$ cat config.mk
export PLATFORM = sky130hd
export DESIGN_NAME = bcd_modn_counter_flat
export DESIGN_NICKNAME = d
export VERILOG_FILES = /design/src/rtl/bcd_modn_counter_if.sv /design/src/rtl/bcd_modn_counter.sv /design/src/flat_wrapper.sv
export SDC_FILE = /design/constraint.sdc
export NUM_CORES = 1
export LEC_CHECK = 0
export ABC_AREA = 1
export CAP_MARGIN = 20
export CELL_PAD_IN_SITES_DETAIL_PLACEMENT = 1
export CELL_PAD_IN_SITES_GLOBAL_PLACEMENT = 2
export CORE_MARGIN = 1.5
export CORE_UTILIZATION = 24
export DETAILED_ROUTE_END_ITERATION = 8
export PLACE_DENSITY_LB_ADDON = 0.1
export SYNTH_ARGS = -nofsm -noshare
export SYNTH_HDL_FRONTEND = slang
export SYNTH_SLANG_ARGS = --single-unit
$ cat constraint.sdc
create_clock -name clk -period 1.4 [get_ports clk]
set_input_delay 0.28 -clock clk [delete_from_list [all_inputs] [get_ports clk]]
set_output_delay 0.28 -clock clk [all_outputs]
set_load 0.03 [all_outputs]
$ cat src/rtl/bcd_modn_counter_if.sv
// bcd_modn_counter_if: control/status bundle for bcd_modn_counter.
// The seg field exists only when BCD_MODN_SEG7_EN is defined.
interface bcd_modn_counter_if #(
    parameter int DIGITS = 2
);
    logic                en;
    logic                up;
    logic                load;
    logic [4*DIGITS-1:0] load_val;
    logic [4*DIGITS-1:0] bcd;
    logic                tc;
    logic                wrap;
    logic                err;
`ifdef BCD_MODN_SEG7_EN
    logic [7*DIGITS-1:0] seg;
    modport master (output en, up, load, load_val, input bcd, tc, wrap, err, seg);
    modport slave  (input en, up, load, load_val, output bcd, tc, wrap, err, seg);
`else
    modport master (output en, up, load, load_val, input bcd, tc, wrap, err);
    modport slave  (input en, up, load, load_val, output bcd, tc, wrap, err);
`endif
endinterface

$ cat src/rtl/bcd_modn_counter.sv
// bcd_modn_counter: parametrised up/down BCD modulo-N counter with load, cascade tc, wrap and err.
// Optional active-low 7-segment output enabled by BCD_MODN_SEG7_EN.
module bcd_modn_counter #(
    parameter int DIGITS  = 2,
    parameter int MODULUS = 60
) (
    input logic               clk,
    input logic               rst,
    bcd_modn_counter_if.slave bus
);
    localparam int W = 4 * DIGITS;

    function automatic longint pow10(int n);
        longint p = 1;
        for (int i = 0; i < n; i++) p = p * 10;
        return p;
    endfunction

    function automatic logic [W-1:0] to_bcd(int v);
        logic [W-1:0] b = '0;
        int r = v;
        for (int i = 0; i < DIGITS; i++) begin
            b[4*i +: 4] = 4'(r % 10);
            r = r / 10;
        end
        return b;
    endfunction

    function automatic logic digits_ok(logic [W-1:0] v);
        logic ok = 1'b1;
        for (int i = 0; i < DIGITS; i++) ok = ok & (v[4*i +: 4] <= 4'd9);
        return ok;
    endfunction

    if (MODULUS < 2 || longint'(MODULUS) > pow10(DIGITS)) begin : g_bad_modulus
        $error("bcd_modn_counter: MODULUS %0d outside 2..10**%0d", MODULUS, DIGITS);
    end

    localparam logic [W-1:0] max_bcd = to_bcd(MODULUS - 1);

    logic [W-1:0] inc_val, dec_val, step_val;
    logic         carry, borrow, hit, bcd_ok, load_ok, tc_i;

    // Ripple per-nibble carry/borrow: a digit moves only when all lower digits are at 9 (up) or 0 (down).
    always_comb begin
        inc_val = bus.bcd;
        dec_val = bus.bcd;
        carry   = 1'b1;
        borrow  = 1'b1;
        for (int i = 0; i < DIGITS; i++) begin
            if (carry)  inc_val[4*i +: 4] = (bus.bcd[4*i +: 4] == 4'd9) ? 4'd0 : bus.bcd[4*i +: 4] + 4'd1;
            if (borrow) dec_val[4*i +: 4] = (bus.bcd[4*i +: 4] == 4'd0) ? 4'd9 : bus.bcd[4*i +: 4] - 4'd1;
            carry  = carry  & (bus.bcd[4*i +: 4] == 4'd9);
            borrow = borrow & (bus.bcd[4*i +: 4] == 4'd0);
        end
    end

    always_comb begin
        hit      = bus.up ? (bus.bcd == max_bcd) : (bus.bcd == '0);
        bcd_ok   = digits_ok(bus.bcd) && (bus.bcd <= max_bcd);
        load_ok  = digits_ok(bus.load_val) && (bus.load_val <= max_bcd);
        tc_i     = bus.en & ~bus.load & hit;
        step_val = !bcd_ok ? '0 : hit ? (bus.up ? '0 : max_bcd) : (bus.up ? inc_val : dec_val);
    end

    assign bus.tc = tc_i;

    always_ff @(posedge clk) begin
        if (rst) begin
            bus.bcd  <= '0;
            bus.wrap <= 1'b0;
            bus.err  <= 1'b0;
        end else begin
            bus.bcd  <= bus.load ? (load_ok ? bus.load_val : bus.bcd) : bus.en ? step_val : bus.bcd;
            bus.wrap <= tc_i;
            bus.err  <= bus.load & ~load_ok;
        end
    end

`ifdef BCD_MODN_SEG7_EN
    function automatic logic [6:0] seg7(logic [3:0] d);
        case (d)
            4'd0:    return 7'h40;
            4'd1:    return 7'h79;
            4'd2:    return 7'h24;
            4'd3:    return 7'h30;
            4'd4:    return 7'h19;
            4'd5:    return 7'h12;
            4'd6:    return 7'h02;
            4'd7:    return 7'h78;
            4'd8:    return 7'h00;
            4'd9:    return 7'h10;
            default: return 7'h7F;
        endcase
    endfunction

    always_comb begin
        bus.seg = '1;
        for (int i = 0; i < DIGITS; i++) bus.seg[7*i +: 7] = seg7(bus.bcd[4*i +: 4]);
    end
`endif
endmodule
$ cat src/flat_wrapper.sv
// flat-port wrapper written by rule: the top's interface ports become plain ports
module bcd_modn_counter_flat 
#(
    parameter int DIGITS  = 2,
    parameter int MODULUS = 60
)
  (clk, rst, bus_en, bus_up, bus_load, bus_load_val, bus_bcd, bus_tc, bus_wrap, bus_err);
  bcd_modn_counter_if #(.DIGITS(DIGITS)) bus_i ();
  input logic clk;
  input logic rst;
  input wire logic [$bits(bus_i.en)-1:0] bus_en;
  input wire logic [$bits(bus_i.up)-1:0] bus_up;
  input wire logic [$bits(bus_i.load)-1:0] bus_load;
  input wire logic [$bits(bus_i.load_val)-1:0] bus_load_val;
  output wire logic [$bits(bus_i.bcd)-1:0] bus_bcd;
  output wire logic [$bits(bus_i.tc)-1:0] bus_tc;
  output wire logic [$bits(bus_i.wrap)-1:0] bus_wrap;
  output wire logic [$bits(bus_i.err)-1:0] bus_err;
  assign bus_i.en = bus_en;
  assign bus_i.up = bus_up;
  assign bus_i.load = bus_load;
  assign bus_i.load_val = bus_load_val;
  assign bus_bcd = bus_i.bcd;
  assign bus_tc = bus_i.tc;
  assign bus_wrap = bus_i.wrap;
  assign bus_err = bus_i.err;
  bcd_modn_counter #(.DIGITS(DIGITS), .MODULUS(MODULUS)) u_core (.clk(clk), .rst(rst), .bus(bus_i));
endmodule
==> results, run 1 <==
- Synthesis produced a netlist whose cell count is 137.
- In this run the worst hold path is classified as in2reg.
- The initial detailed-routing violation count is 27.
- The reported leakage power is 0.8165 nW.
- The maximum resistive drop on vdd is 387.0 uV.
- The final-report max-slew violation count was 0.
- In this run the vertical extent of the chip is 62.54 um.
- By area the synthesized netlist is led by dfxtp_1, nand2_1, a21oi_1, nor2_1, nand3_1.
- In this run, the combinational gates consume 54.0% of the power.
- The flow ran to the end, but the final reports show violations.
- The maximum fanout along the worst path is 5.
- The synthesized netlist occupies a cell area of 850.8 sq um.
- For the worst-skew pair, the clock arrives at the later sink with an insertion delay of 0.27 ns.
- The number of failing hold endpoints at the final stage is 0.
- Measured along the x axis, the die boundary spans 62.54 um.
- Once routing completed, OpenROAD measured the worst setup slack at -0.2651 ns.
- The first global-routing pass estimated 5664 um of wire.
- After detailed routing, the total wire length is 3308 um.
- At the end of routability-driven placement, the weighted congestion stood at 0.7428.
- The number of warnings reported in the yosys synthesis log is 0.
- At the end of the flow the core is filled with cells to 50.78%.
- The top cell type by area accounts for 23.53% of the synthesized area.
- Counting the buffers created by CTS gives 3.
- The worst setup path is launched from a register.
- The initial core utilization is 25.30%.
- The die covers 3911 sq um.
- The cts-stage hold buffer count is 0.
- Setup repair after global routing could not meet its margin everywhere.
- The average wire per standard cell is 12.92 um.
- Counting every net in the synthesized netlist gives 150.
- The largest area contributor in the netlist is dfxtp_1.
- The sequential cell area fraction in the yosys report is 23.53%.
- The post-route clock period utilization is 118.9%.
- Input and output buffers added on the ports amount to 23.
- The count of pins on the block boundary is 24.
- The number of optimization iterations in the first detailed-route pass is 2.
- The TritonCTS clock tree is yes.
- The pin count of the biggest net entering global routing is 8.
- After global routing the overflow that remains totals 0.
- The required arrival time at the worst endpoint is 1.12 ns.
- The number of clock sinks is 10.
- Relative to the synthesized area, the layout overhead comes to 100.7%.
- The post-layout net count is 224.
- The total global-route track usage is 18.06%.
- At the pin with the least slew margin, the transition time is 0.3195 ns.
- Summed over all nets, the switching power comes to 0.4944 mW.
- The synthesized design contains 10 register bits.
- The switching part of the total power is 40.36%.
- The number of diodes is 0.
- The buffer levels on the longest clock path is 2.
- The clock tree root driver cell is clkbuf_4.
- The reported max-cap violation count is 0.
- Averaged over all synthesized cells, the footprint is 6.210 sq um.
- STA classifies the critical path endpoint as an output port.
- After floorplanning, the core was sized to cover 3363 sq um.
- On the final layout, the worst hold slack is 0.4818 ns.
- The clock-pin transition on the worst setup and hold timing paths is 0.07 ns.
- Of the cells placed in the final design, the portion with a size suffix greater than 1 is 54.76%.
- The total placed cells including tap cells is 241.
- In this run the number of H-tree levels came out at 1.
- The final reports fail on negative setup slack.
- Of the total power, the clock network draws 17.7%.
- The post-detailed-placement half-perimeter wirelength is 2562 um.
- The data arrival time at the worst-slack endpoint is 1.39 ns.
- For this block, the via count after detailed routing is 1164.
- The detail route stage leaves a number of antenna-violating nets equal to 0.
- Leaving out filler cells and counting taps, the final layout contains 256.
- The number of different library cells used by synthesis comes to 24.
- The tightest slew margin relative to the limit is 78.79%.
- The DRC violation count after routing is 0.
- Sequential cells account for 28.4% of the total power.
- In the routed layout, each cell is associated on average with a via count of 4.547.
- The power density over cell area is 717.3 nW/um^2.
- The filler cells instantiated in the layout total 455.
- The maximum clock skew at final layout is 0.009203 ns.
- The initial antenna violation count is 0.
- The number of global-route vias before repair came to 1260.
- The worst setup path category is reg2out.
- Cell internal power was estimated by the tool at 0.7307 mW.
- After layout, the minimum clock period comes to 1.665 ns.
- Setup violations remaining at the end of the flow were counted as 3.
- The highest attainable clock frequency is 600.6 MHz.
- The number of rows created at floorplan is 21.
[registers in the layout (all words and copies together), names as in the netlist]
register         flops
u_core.bus.wrap      1
u_core.bus.err       1
u_core.bus.bcd       8
[final timing paths]
path,slack (ns),from,depth (start not counted),end
worst min register to register,0.49,u_core.bus.bcd[7],2,u_core.bus.bcd[7]
worst max-delay path,-0.27,u_core.bus.bcd[2],7,bus_tc
worst max register to register,-0.01,u_core.bus.bcd[1],10,u_core.bus.bcd[5]
worst min-delay path,0.48,bus_load,4,u_core.bus.bcd[2]
[metrics by stage]
step | power, mW | instance area (sq um) | TNS, ns | worst slack, ns
floorplan | 0.6461 | 892.1 | -0.06195 | -0.06195
global route | 1.310 | 1708 | -0.6816 | -0.3240
detailed placement | 0.9053 | 1430 | -2.529 | -0.3052
finish | 1.225 | 1708 | -0.2840 | -0.2651
CTS | 1.192 | 1613 | -0.3704 | -0.2889
global placement | 0.8858 | 1430 | -2.081 | -0.2715
[layout make-up]
| class | count | area [sq um] | share of cell area (%) |
|---|---|---|---|
| Timing Repair Buffer | 71 | 594.3 | 34.80 |
| Sequential cell | 10 | 225.2 | 13.19 |
| Inverter | 13 | 56.30 | 3.297 |
| Multi-Input combinational cell | 112 | 748.2 | 43.81 |
| Clock buffer | 4 | 26.28 | 1.538 |
| Tap cell | 46 | 57.56 | 3.370 |
[cells by family (layout without fill, tap and decap cells)]
logic type,count (synthesis),count (layout),synth area share [%]
XOR/XNOR,1,1,1.030
flip-flops,10,10,23.53
buffers and inverters,15,88,8.237
AND/OR/NAND/NOR,85,85,49.27
AO/OA/AOI/OAI,26,26,17.94
[Yosys cell counts]
master,n
nand2_1,36
nor2_1,15
a21oi_1,12
nand3_1,11
dfxtp_1,10
inv_2,7
o21ai_0,7
nand2_2,6
nor2_2,6
inv_1,5
a21oi_2,3
nand4_1,3
o21ai_1,3
nand4_2,2
nor3_1,2
and2_1,1
buf_4,1
buf_6,1
inv_4,1
nand3_2,1
nand3_4,1
nor3_2,1
o21ai_4,1
xor2_1,1
[power groups by stage]
stage          Sequential (mW)  Clock (mW)  Combinational, mW
4_1_cts                  0.348       0.225              0.619
2_1_floorplan            0.393           0              0.253
5_1_grt                  0.353       0.238              0.720
3_5_place_dp             0.356           0              0.549
3_3_place_gp             0.352           0              0.534
6_report                 0.347       0.216              0.661
[cell usage in the layout (no fill, tap or decap), types with 2 or more instances in the layout]
master | Yosys | routed
nand2_1 | 36 | 32
nand2_2 | 6 | 7
o21ai_0 | 7 | 7
nor2_1 | 15 | 6
buf_6 | 1 | 4
clkbuf_4 | 0 | 3
a21oi_1 | 12 | 7
nand3_1 | 11 | 8
dlygate4sd2_1 | 0 | 9
inv_1 | 5 | 5
nand4_4 | 0 | 2
nand3_4 | 1 | 3
nor3_2 | 1 | 2
clkdlybuf4s50_1 | 0 | 6
inv_2 | 7 | 6
o21ai_1 | 3 | 2
dfxtp_4 | 0 | 6
dfxtp_2 | 0 | 2
nand4_1 | 3 | 3
dfxtp_1 | 10 | 2
nor2_2 | 6 | 8
buf_4 | 1 | 46
nand2_4 | 0 | 3
a21oi_2 | 3 | 7
nor2_4 | 0 | 7
nand3_2 | 1 | 2
dlymetal6s2s_1 | 0 | 4
[worst max-delay path, cell delays in order, from the launching register on]
cell and delay (ns):
dfxtp_4 0.38, inv_2 0.06, nand2_1 0.06, nor2_2 0.14
nand3_2 0.10, and2_4 0.18, nor2_4 0.07, buf_6 0.13
[per-layer routing]
| metal | global-route usage [%] | wire length (um) | up-vias |
|---|---|---|---|
| li1 | - | - | 596 |
| met1 | 22.12 | 1518 | 546 |
| met2 | 33.20 | 1675 | 18 |
| met3 | 1.441 | 80 | 4 |
| met4 | 5.833 | 35 | 0 |
| met5 | 0 | 0 | - |
[what timing repair did]
| action | in CTS | in global routing |
|---|---|---|
| setup buffers | 11 | 5 |
| endpoints found under the hold margin | 0 | 0 |
| resized for setup | 39 | 25 |
| pin swaps | 14 | 16 |
| setup endpoints to repair | 14 | 12 |
| cloned | 0 | 0 |
Power figures use the tool's default switching activity.
==> run 2, diff against run 1 <==
--- a/config.mk
+++ b/config.mk
@@ -10,7 +10,7 @@
 export CELL_PAD_IN_SITES_DETAIL_PLACEMENT = 1
 export CELL_PAD_IN_SITES_GLOBAL_PLACEMENT = 2
 export CORE_MARGIN = 1.5
-export CORE_UTILIZATION = 24
+export CORE_UTILIZATION = 25
 export DETAILED_ROUTE_END_ITERATION = 8
 export PLACE_DENSITY_LB_ADDON = 0.1
 export SYNTH_ARGS = -nofsm -noshare
==> constraint.sdc (replaced) <==
create_clock -name clk -period 2.2 [get_ports clk]
set_input_delay 0.44 -clock clk [delete_from_list [all_inputs] [get_ports clk]]
set_output_delay 0.44 -clock clk [all_outputs]
set_load 0.03 [all_outputs]
==> run 2 against run 1 <==
The run now ends clean; via count shrank 17%; core utilization fell by 13 points; routed wire length down 21%; largest power group unchanged.
==> results, run 2 (same netlist as run 1, synthesis figures left out) <==
- The initial antenna violation count is 0.
- The critical path is of the reg2out type.
- For this run, the top clock speed supported by timing is 480.3 MHz.
- The maximum fanout along the worst path is 6.
- The post-detailed-placement half-perimeter wirelength is 2187 um.
- Setup violations remaining at the end of the flow were counted as 0.
- The number of CTS-inserted buffers is 3.
- For this design the static power due to leakage is 0.4959 nW.
- The total global-route track usage is 15.73%.
- The weighted congestion reported at the end of routability-driven placement is 0.7246.
- The post-route clock period utilization is 94.64%.
- The aggregate routed wire length is 2604 um.
- The buffer levels on the longest clock path is 2.
- Ranked by flip-flop count, first place goes to u_core.bus.bcd.
- The tightest min-delay check is of the reg2reg type.
- The average wire per standard cell is 12.34 um.
- In the final timing run, aggregate negative setup slack is 0 ns.
- TritonCTS built the clock tree.
- The total die area is 3762 sq um.
- The area of the core is 3153 sq um.
- The number of global-route vias before repair is 937.
- In the final layout, the share of cells above drive strength 1 is 26.35%.
- The detailed-route vias per instance is 4.602.
- The first routing iteration left 32 violations.
- Leaving out fill and tap cells, the most frequent cell in the layout is nand2_1.
- The post-layout net count is 181.
- For this run, design rule violations remaining after detail routing come to 0.
- The number of flip-flops in the largest register is 8.
- The sum of overflow across all layers after global routing is 0.
- In this run the tightest slew margin relative to its limit is 78.21%.
- The library cells used most frequently in the layout, excluding fill and tap cells, are nand2_1, clkdlybuf4s50_1, nor2_1.
- The required arrival time at the worst endpoint is 1.76 ns.
- Setup repair after global routing left no endpoint under its margin.
- The data arrival time at the worst-slack endpoint is 1.64 ns.
- The clock period minus final worst setup slack is 2.082 ns.
- The number of failing hold endpoints at the final stage was 0.
- The floorplan die width is 61.34 um.
- The first global-routing pass estimated 4278 um of wire.
- The run finished with clean final reports.
- For the final database, setup skew stands at 0.002701 ns.
- For the pin with the worst max-slew slack, the measured transition is 0.3258 ns.
- The area growth from synthesis to layout is 41.32%.
- The number of antenna diodes in the final layout is 0.
- The final-report max-slew violation count is 0.
- The count of pins on the block boundary is 24.
- The remaining antenna violation count is 0.
- The pin count of the biggest net entering global routing is 10.
- VDD sags by at most 288.5 uV.
- CTS built an H-tree with a depth of 1.
- The clock-pin transition on the worst setup and hold timing paths is 0.08 ns.
- The power density over cell area is 559.4 nW/um^2.
- The number of rows created at floorplan is 20.
- In the final layout, the registers with the most flip-flops are u_core.bus.bcd: 8 flops, u_core.bus.err: 1 flops, u_core.bus.wrap: 1 flops.
- The cts-stage hold buffer count is 0.
- The vertical die dimension is 61.34 um.
- The total vias in the final route is 971.
- The reported max-cap violation count is 0.
- The element type at the critical path end is an output port.
- The initial utilization of the core area, before any placement, comes to 26.98%.
- The clock tree root driver cell is clkbuf_4.
- The number of port buffers is 23.
- Before antenna repair, the detailed router went through 4 iterations.
- STA classifies the critical path startpoint as a register.
- The number of clock sinks is 10.
- The post-route total power is 0.6726 mW.
- The clock network latency to the later pin of the worst-skew pair is 0.27 ns.
[run 2: changes by cell type in the layout (fill, tap and decap cells not counted), sizes merged]
| cell | before | now |
|---|---|---|
| clkdlybuf4s15 | 1 | 0 |
| dlymetal6s2s | 4 | 0 |
| buf | 51 | 6 |
| clkdlybuf4s50 | 6 | 22 |
| dlygate4sd2 | 9 | 0 |
[run 2: stage by stage]
| step | area, sq um | worst slack, ns | instances | hold WS, ns | util [%] |
|---|---|---|---|---|---|
| global placement | 1137 | 0.1869 | 205 | 0.5196 | 36.07 |
| floorplan | 850.8 | 0.1970 | 137 | 0.5097 | - |
| global route | 1202 | 0.002378 | 211 | 0.5673 | 38.13 |
| CTS | 1174 | 0.005020 | 209 | 0.5395 | 37.22 |
| finish | 1202 | 0.1179 | 211 | 0.5320 | 38.13 |
| detailed placement | 1137 | 0.1731 | 205 | 0.5269 | 36.07 |
[run 2: what timing repair did]
action	in CTS	in global routing
setup buffers	0	2
endpoints found under the setup margin	0	1
gates resized for setup	0	6
[run 2: layout make-up]
class | instances | area [sq um]
Multi-Input combinational cell | 112 | 590.6
Tap cell | 44 | 55.05
Fill cell | 430 | 1951
Inverter | 13 | 51.30
Timing Repair Buffer | 28 | 265.3
Sequential cell | 10 | 203.9
Clock buffer | 4 | 36.28
[run 2: final timing paths]
kind	to	cells past startpoint	slack (ns)	startpoint
worst max-delay path	bus_tc	7	0.12	u_core.bus.bcd[2]
worst min-delay path	u_core.bus.bcd[7]	2	0.53	u_core.bus.bcd[7]
worst max register to register	u_core.bus.bcd[5]	8	0.81	u_core.bus.bcd[4]
worst min register to register	u_core.bus.bcd[7]	2	0.53	u_core.bus.bcd[7]
[run 2: power breakdown]
| part | internal, mW | total [mW] | switching, mW |
|---|---|---|---|
| registers | 0.196 | 0.224 | 0.0278 |
| logic | 0.113 | 0.273 | 0.160 |
| clock network | 0.101 | 0.176 | 0.0750 |
[run 2: routing by layer]
metal / wire length, um / global-route usage (%) / part of all wire (%) / vias to the layer above
li1: - / - / - / 513
met1: 1341 / 22.11 / 51 / 430
met2: 1133 / 24.32 / 44 / 23
met3: 82 / 1.471 / 3.1 / 5
met4: 47 / 7.295 / 1.8 / 0
met5: 0 / 0 / 0 / -
[run 2: critical path, stage by stage (launching register included)]
cell and delay [ns]:
dfxtp_1 0.40, nor2_2 0.17, nand2_2 0.10, nor2_1 0.13, nand2_1 0.11, and2_1 0.19, nor2_1 0.11, buf_4 0.17
==> edit 1 (flow settings as in run 2) <==
Make the reset (`rst`) asynchronous in one clocked block.
--- a/src/rtl/bcd_modn_counter.sv
+++ b/src/rtl/bcd_modn_counter.sv
@@ -65,7 +65,7 @@
 
     assign bus.tc = tc_i;
 
-    always_ff @(posedge clk) begin
+    always_ff @(posedge clk or posedge rst) begin
         if (rst) begin
             bus.bcd  <= '0;
             bus.wrap <= 1'b0;
Function: differs if rst is asserted again (counterexample within 4 cycles, from zero or initial values and one cycle with rst high); with rst held inactive, the same outputs for 10 cycles.
==> edit 1 against run 2 <==
  * Combinational power up 69%
  * Largest power group unchanged
  * Area after synthesis down 4.1%
  * Non-clock buffer count up 2
  * Highest routed layer unchanged
  * Worst setup slack better by 43 ps
  * Sequential cell count unchanged
  * Largest cell class unchanged
  * Total power up 36%
  * Routed wire length down 1.9%
  * Final cell count down 0.47%
  * Cell area down 0.73%
  * Clock power down 3%
  * Utilization up 0.65 points
==> edit 1: results (changes against run 2) <==
Outcome
  • Outcome: finished, final reports clean

Logic synthesis
  • Synth top area cells: dfrtp_1, nand2_1, nor2_1, a21oi_1, o21ai_0
  • Post-synth top flop: dfrtp_1
  • Top cells by count, synth: nand2_1, nor2_1, dfrtp_1, inv_1
  • Syn Nets: 146 (-2.7%)
  • FFs w/ async S/R, synth: 100% (+100 points)
  • Number of distinct standard cells referenced by the synthesized netlist: 19 (-21%)
  • Sequential element share of the synthesized area: 30.7% (+7.1 points)

Placed design
  • PortBufs: 23 (unchanged)
  • Dpl ws: 70.1 ps (-103 ps)
  • Placed instance area: 1130 sq um (-0.55%)
  • GPL Wtd Cong: 0.771 (+6.4%)

Global routing
  • Vias in the first global route: 932 (-0.53%)
  • Pin count of the biggest net entering global routing: 11 (+1)
  • Global-route wire length before repair: 4.36 mm (+1.9%)
  • GRT Overall Usage: 16.0% (+0.30 points)

Power
  • LEAKAGE: 0.587 nW (+18%)
  • Peak VDD IR: 0.357 mV (+24%)

Worst hold path
  • Hold crit path type: in2async

Routing
  • Routed vias/inst: 4.42 (-4.0%)

Worst setup path
  • Worst Setup SP: u_core.bus.bcd[2]
  • Slowest-stage cell, CP: dfrtp_1
  • Crit path DAT: 1600 ps (-40 ps)
  • Flop2flop setup slack: 680 ps (-130 ps)

Timing
  • Tmin final: 2040 ps (-43.0 ps)
  • Slew headroom: 72.8% (-5.4 points)
  • Setup Skew: 5.63 ps (+2.93 ps)

Final layout
  • Nets: 180 (-0.55%)
  • Share of layout cells above drive strength 1: 19.9% (-6.5 points)
edit 1: kinds of logic after synthesis:
kind of cell | synth area share, %
flops | 30.7
buf+inv | 7.52
compound gates | 17.8
simple gates | 44.0
edit 1: power by group:
part           total (mW)  internal [mW]  switching, mW
combinational       0.462          0.186          0.277
sequential          0.280          0.218         0.0620
clock               0.170          0.101         0.0690
edit 1: what timing repair did:
| action | CTS | global route |
|---|---|---|
| setup endpoints to repair | 0 | 1 |
| buffers inserted | 0 | 2 |
| gates resized for setup | 0 | 5 |
| hold endpoints to repair | 0 | 0 |
| hold buffers | 0 | 0 |
edit 1: final cells by class:
class                      count  area, sq um
fill                         414         1880
multi-input combinational    107          509
timing repair buffer          30          283
sequential                    10          254
inverter                      15         56.3
tap                           44         55.1
clock buffer                   4         36.3
edit 1: worst register-to-register path, stage by stage, from the launching register on:
cell	delay [ps]
dfrtp_1	450
inv_2	120
nand2_2	90
nor2_1	140
nand2_2	70
buf_4	140
nand3_2	80
nor2_4	50
nand2_2	80
nand2_2	70
nand2_1	60
nand2_1	60
edit 1: routing by layer:
layer	vias up	GRT usage, %	part of all wire, %	wire (microns)
met2	15	25.2	45	1160
li1	489	-	-	-
met3	5	0.866	2.3	58
met4	0	5.71	1.4	35
met5	-	0	0	0
met1	419	23.0	51	1300
edit 1: through the flow:
stage | hold WS (ps) | utilization (%) | cells | total power [mW]
2_1_floorplan | 280 | - | 133 | 0.559
3_3_place_gp | 580 | 36.7 | 204 | 0.725
3_5_place_dp | 599 | 36.7 | 204 | 0.733
4_1_cts | 466 | 37.9 | 208 | 0.905
5_1_grt | 490 | 38.8 | 210 | 0.989
6_report | 450 | 38.8 | 210 | 0.912
==> edit 2 (flow settings as in run 2) <==
Without the edit above. `DIGITS` is set to 2 in 3 places; all go to 4.
--- a/src/rtl/bcd_modn_counter_if.sv
+++ b/src/rtl/bcd_modn_counter_if.sv
@@ -1,7 +1,7 @@
 // bcd_modn_counter_if: control/status bundle for bcd_modn_counter.
 // The seg field exists only when BCD_MODN_SEG7_EN is defined.
 interface bcd_modn_counter_if #(
-    parameter int DIGITS = 2
+    parameter int DIGITS = 4
 );
     logic                en;
     logic                up;
--- a/src/rtl/bcd_modn_counter.sv
+++ b/src/rtl/bcd_modn_counter.sv
@@ -1,7 +1,7 @@
 // bcd_modn_counter: parametrised up/down BCD modulo-N counter with load, cascade tc, wrap and err.
 // Optional active-low 7-segment output enabled by BCD_MODN_SEG7_EN.
 module bcd_modn_counter #(
-    parameter int DIGITS  = 2,
+    parameter int DIGITS  = 4,
     parameter int MODULUS = 60
 ) (
     input logic               clk,
--- a/src/flat_wrapper.sv
+++ b/src/flat_wrapper.sv
@@ -1,7 +1,7 @@
 // flat-port wrapper written by rule: the top's interface ports become plain ports
 module bcd_modn_counter_flat 
 #(
-    parameter int DIGITS  = 2,
+    parameter int DIGITS  = 4,
     parameter int MODULUS = 60
 )
   (clk, rst, bus_en, bus_up, bus_load, bus_load_val, bus_bcd, bus_tc, bus_wrap, bus_err);
Ports: changed (resized bus_bcd and bus_load_val); port bits go from 24 to 40. The function was not compared with the original's and may differ.
==> edit 2 against run 2 <==
  * Total power is 120% higher
  * Maximum frequency is 1.1% lower
  * Area after synthesis is 110% higher
  * Routed wire length is 150% higher
  * Clock power is 66% higher
  * Sequential cell count is 8 higher
  * Non-clock buffer count is 39 higher
  * Worst setup slack worse by 22 ps
  * Clock skew is 3.1 ps higher
  * Cell area is 110% higher
  * Sequential power is 81% higher
  * Critical path type unchanged
  * First-iteration DRC count is 84% higher
==> edit 2: results (changes against run 2) <==
Outcome
  • Outcome: finished, final reports clean

Worst setup path
  • Crit Reg-Reg Endpoint: u_core.bus.bcd[10]
  • Max Fanout on Critical Path: 4 (-2)
  • Worst r2r path cells: 13 (+5)

Global routing
  • GRT Overall Usage: 18.1% (+2.4 points)
  • Vias in the first global route: 2,172 (+130%)

Routing
  • Routed vias/inst: 4.53 (-1.6%)
  • DRC violation total after the first TritonRoute iteration: 59 (+84%)
  • Wire per inst: 13.7 microns (+11%)

Timing
  • Setup Skew: 5.76 ps (+3.06 ps)
  • Tmin final: 2100 ps (+22.5 ps)
  • Slew headroom: 76.8% (-1.4 points)

Power
  • LEAKAGE: 1.23 nW (+150%)
  • Peak VDD IR: 0.204 mV (-29%)
  • Gate power share: 53.7% (+13 points)

Placed design
  • Cells after DPL: 470 (+130%)
  • Final HPWL DP: 5.37 mm (+150%)
  • PortBufs: 39 (+70%)

Logic synthesis
  • Syn_area_per_cell: 5.70 sq um (-8.2%)
  • Number of distinct standard cells referenced by the synthesized netlist: 32 (+33%)
  • Sequential element share of the synthesized area: 20.3% (-3.3 points)

Final layout
  • Share of layout cells above drive strength 1: 20.9% (-5.4 points)
  • FILL cells: 941 (+120%)

Worst hold path
  • Hold EP: u_core.bus.bcd[0]
  • Hold Crit Start: u_core.bus.bcd[0]
## edit 2: stage by stage
step / cell area, sq um / hold slack, ps / setup TNS (ps)
floorplan: 1780 / 512 / 0
global placement: 2480 / 595 / 0
detailed placement: 2480 / 608 / -117
CTS: 2540 / 624 / 0
global route: 2580 / 650 / -0.949
finish: 2580 / 605 / 0
## edit 2: layer usage
layer  GRT usage [%]  share of wire, %  routed length (microns)
met5               0                 0                        0
met4            4.33              0.97                       63
met3            1.71               2.3                      152
met2            31.3                48                     3120
met1            24.2                49                     3180
## edit 2: area by class of cell
type | instances | area share, %
well taps | 96 | 4.65
multi-input cells | 259 | 51.0
clock buffers | 4 | 2.13
inverters | 30 | 4.36
flip-flops and latches | 18 | 14.1
repair buffers | 67 | 23.8
## edit 2: kinds of logic (layout without fill, tap and decap cells)
group,after synthesis,count (layout),share of synthesized area (%)
fa+ha+maj,5,5,3.52
simple gates,216,216,55.2
flops,18,18,20.3
buf+inv,35,101,8.09
xor+xnor,4,4,1.97
compound gates,34,34,11.0
## edit 2: power by group through the flow
stage,Sequential (mW),Combinational (mW),Clock (mW)
after floorplan,0.462,0.462,0
after global placement,0.410,0.794,0
after detailed placement,0.411,0.798,0
after CTS,0.403,0.805,0.299
after global routing,0.411,0.902,0.309
final,0.405,0.807,0.292
## edit 2: what timing repair did
item                                    4_1_cts  5_1_grt
endpoints found under the setup margin        1        1
pin swaps                                     0        2
buffers inserted                              0        0
gates resized for setup                       2        9
## edit 2: critical path, stage by stage (launching register included)
cell and delay [ps]:
dfxtp_1 320, inv_1 140, ha_4 160, nand3_2 100, nor2_4 150, nand3_2 130
nand2_2 120, inv_2 50, nor2_2 70, buf_4 160
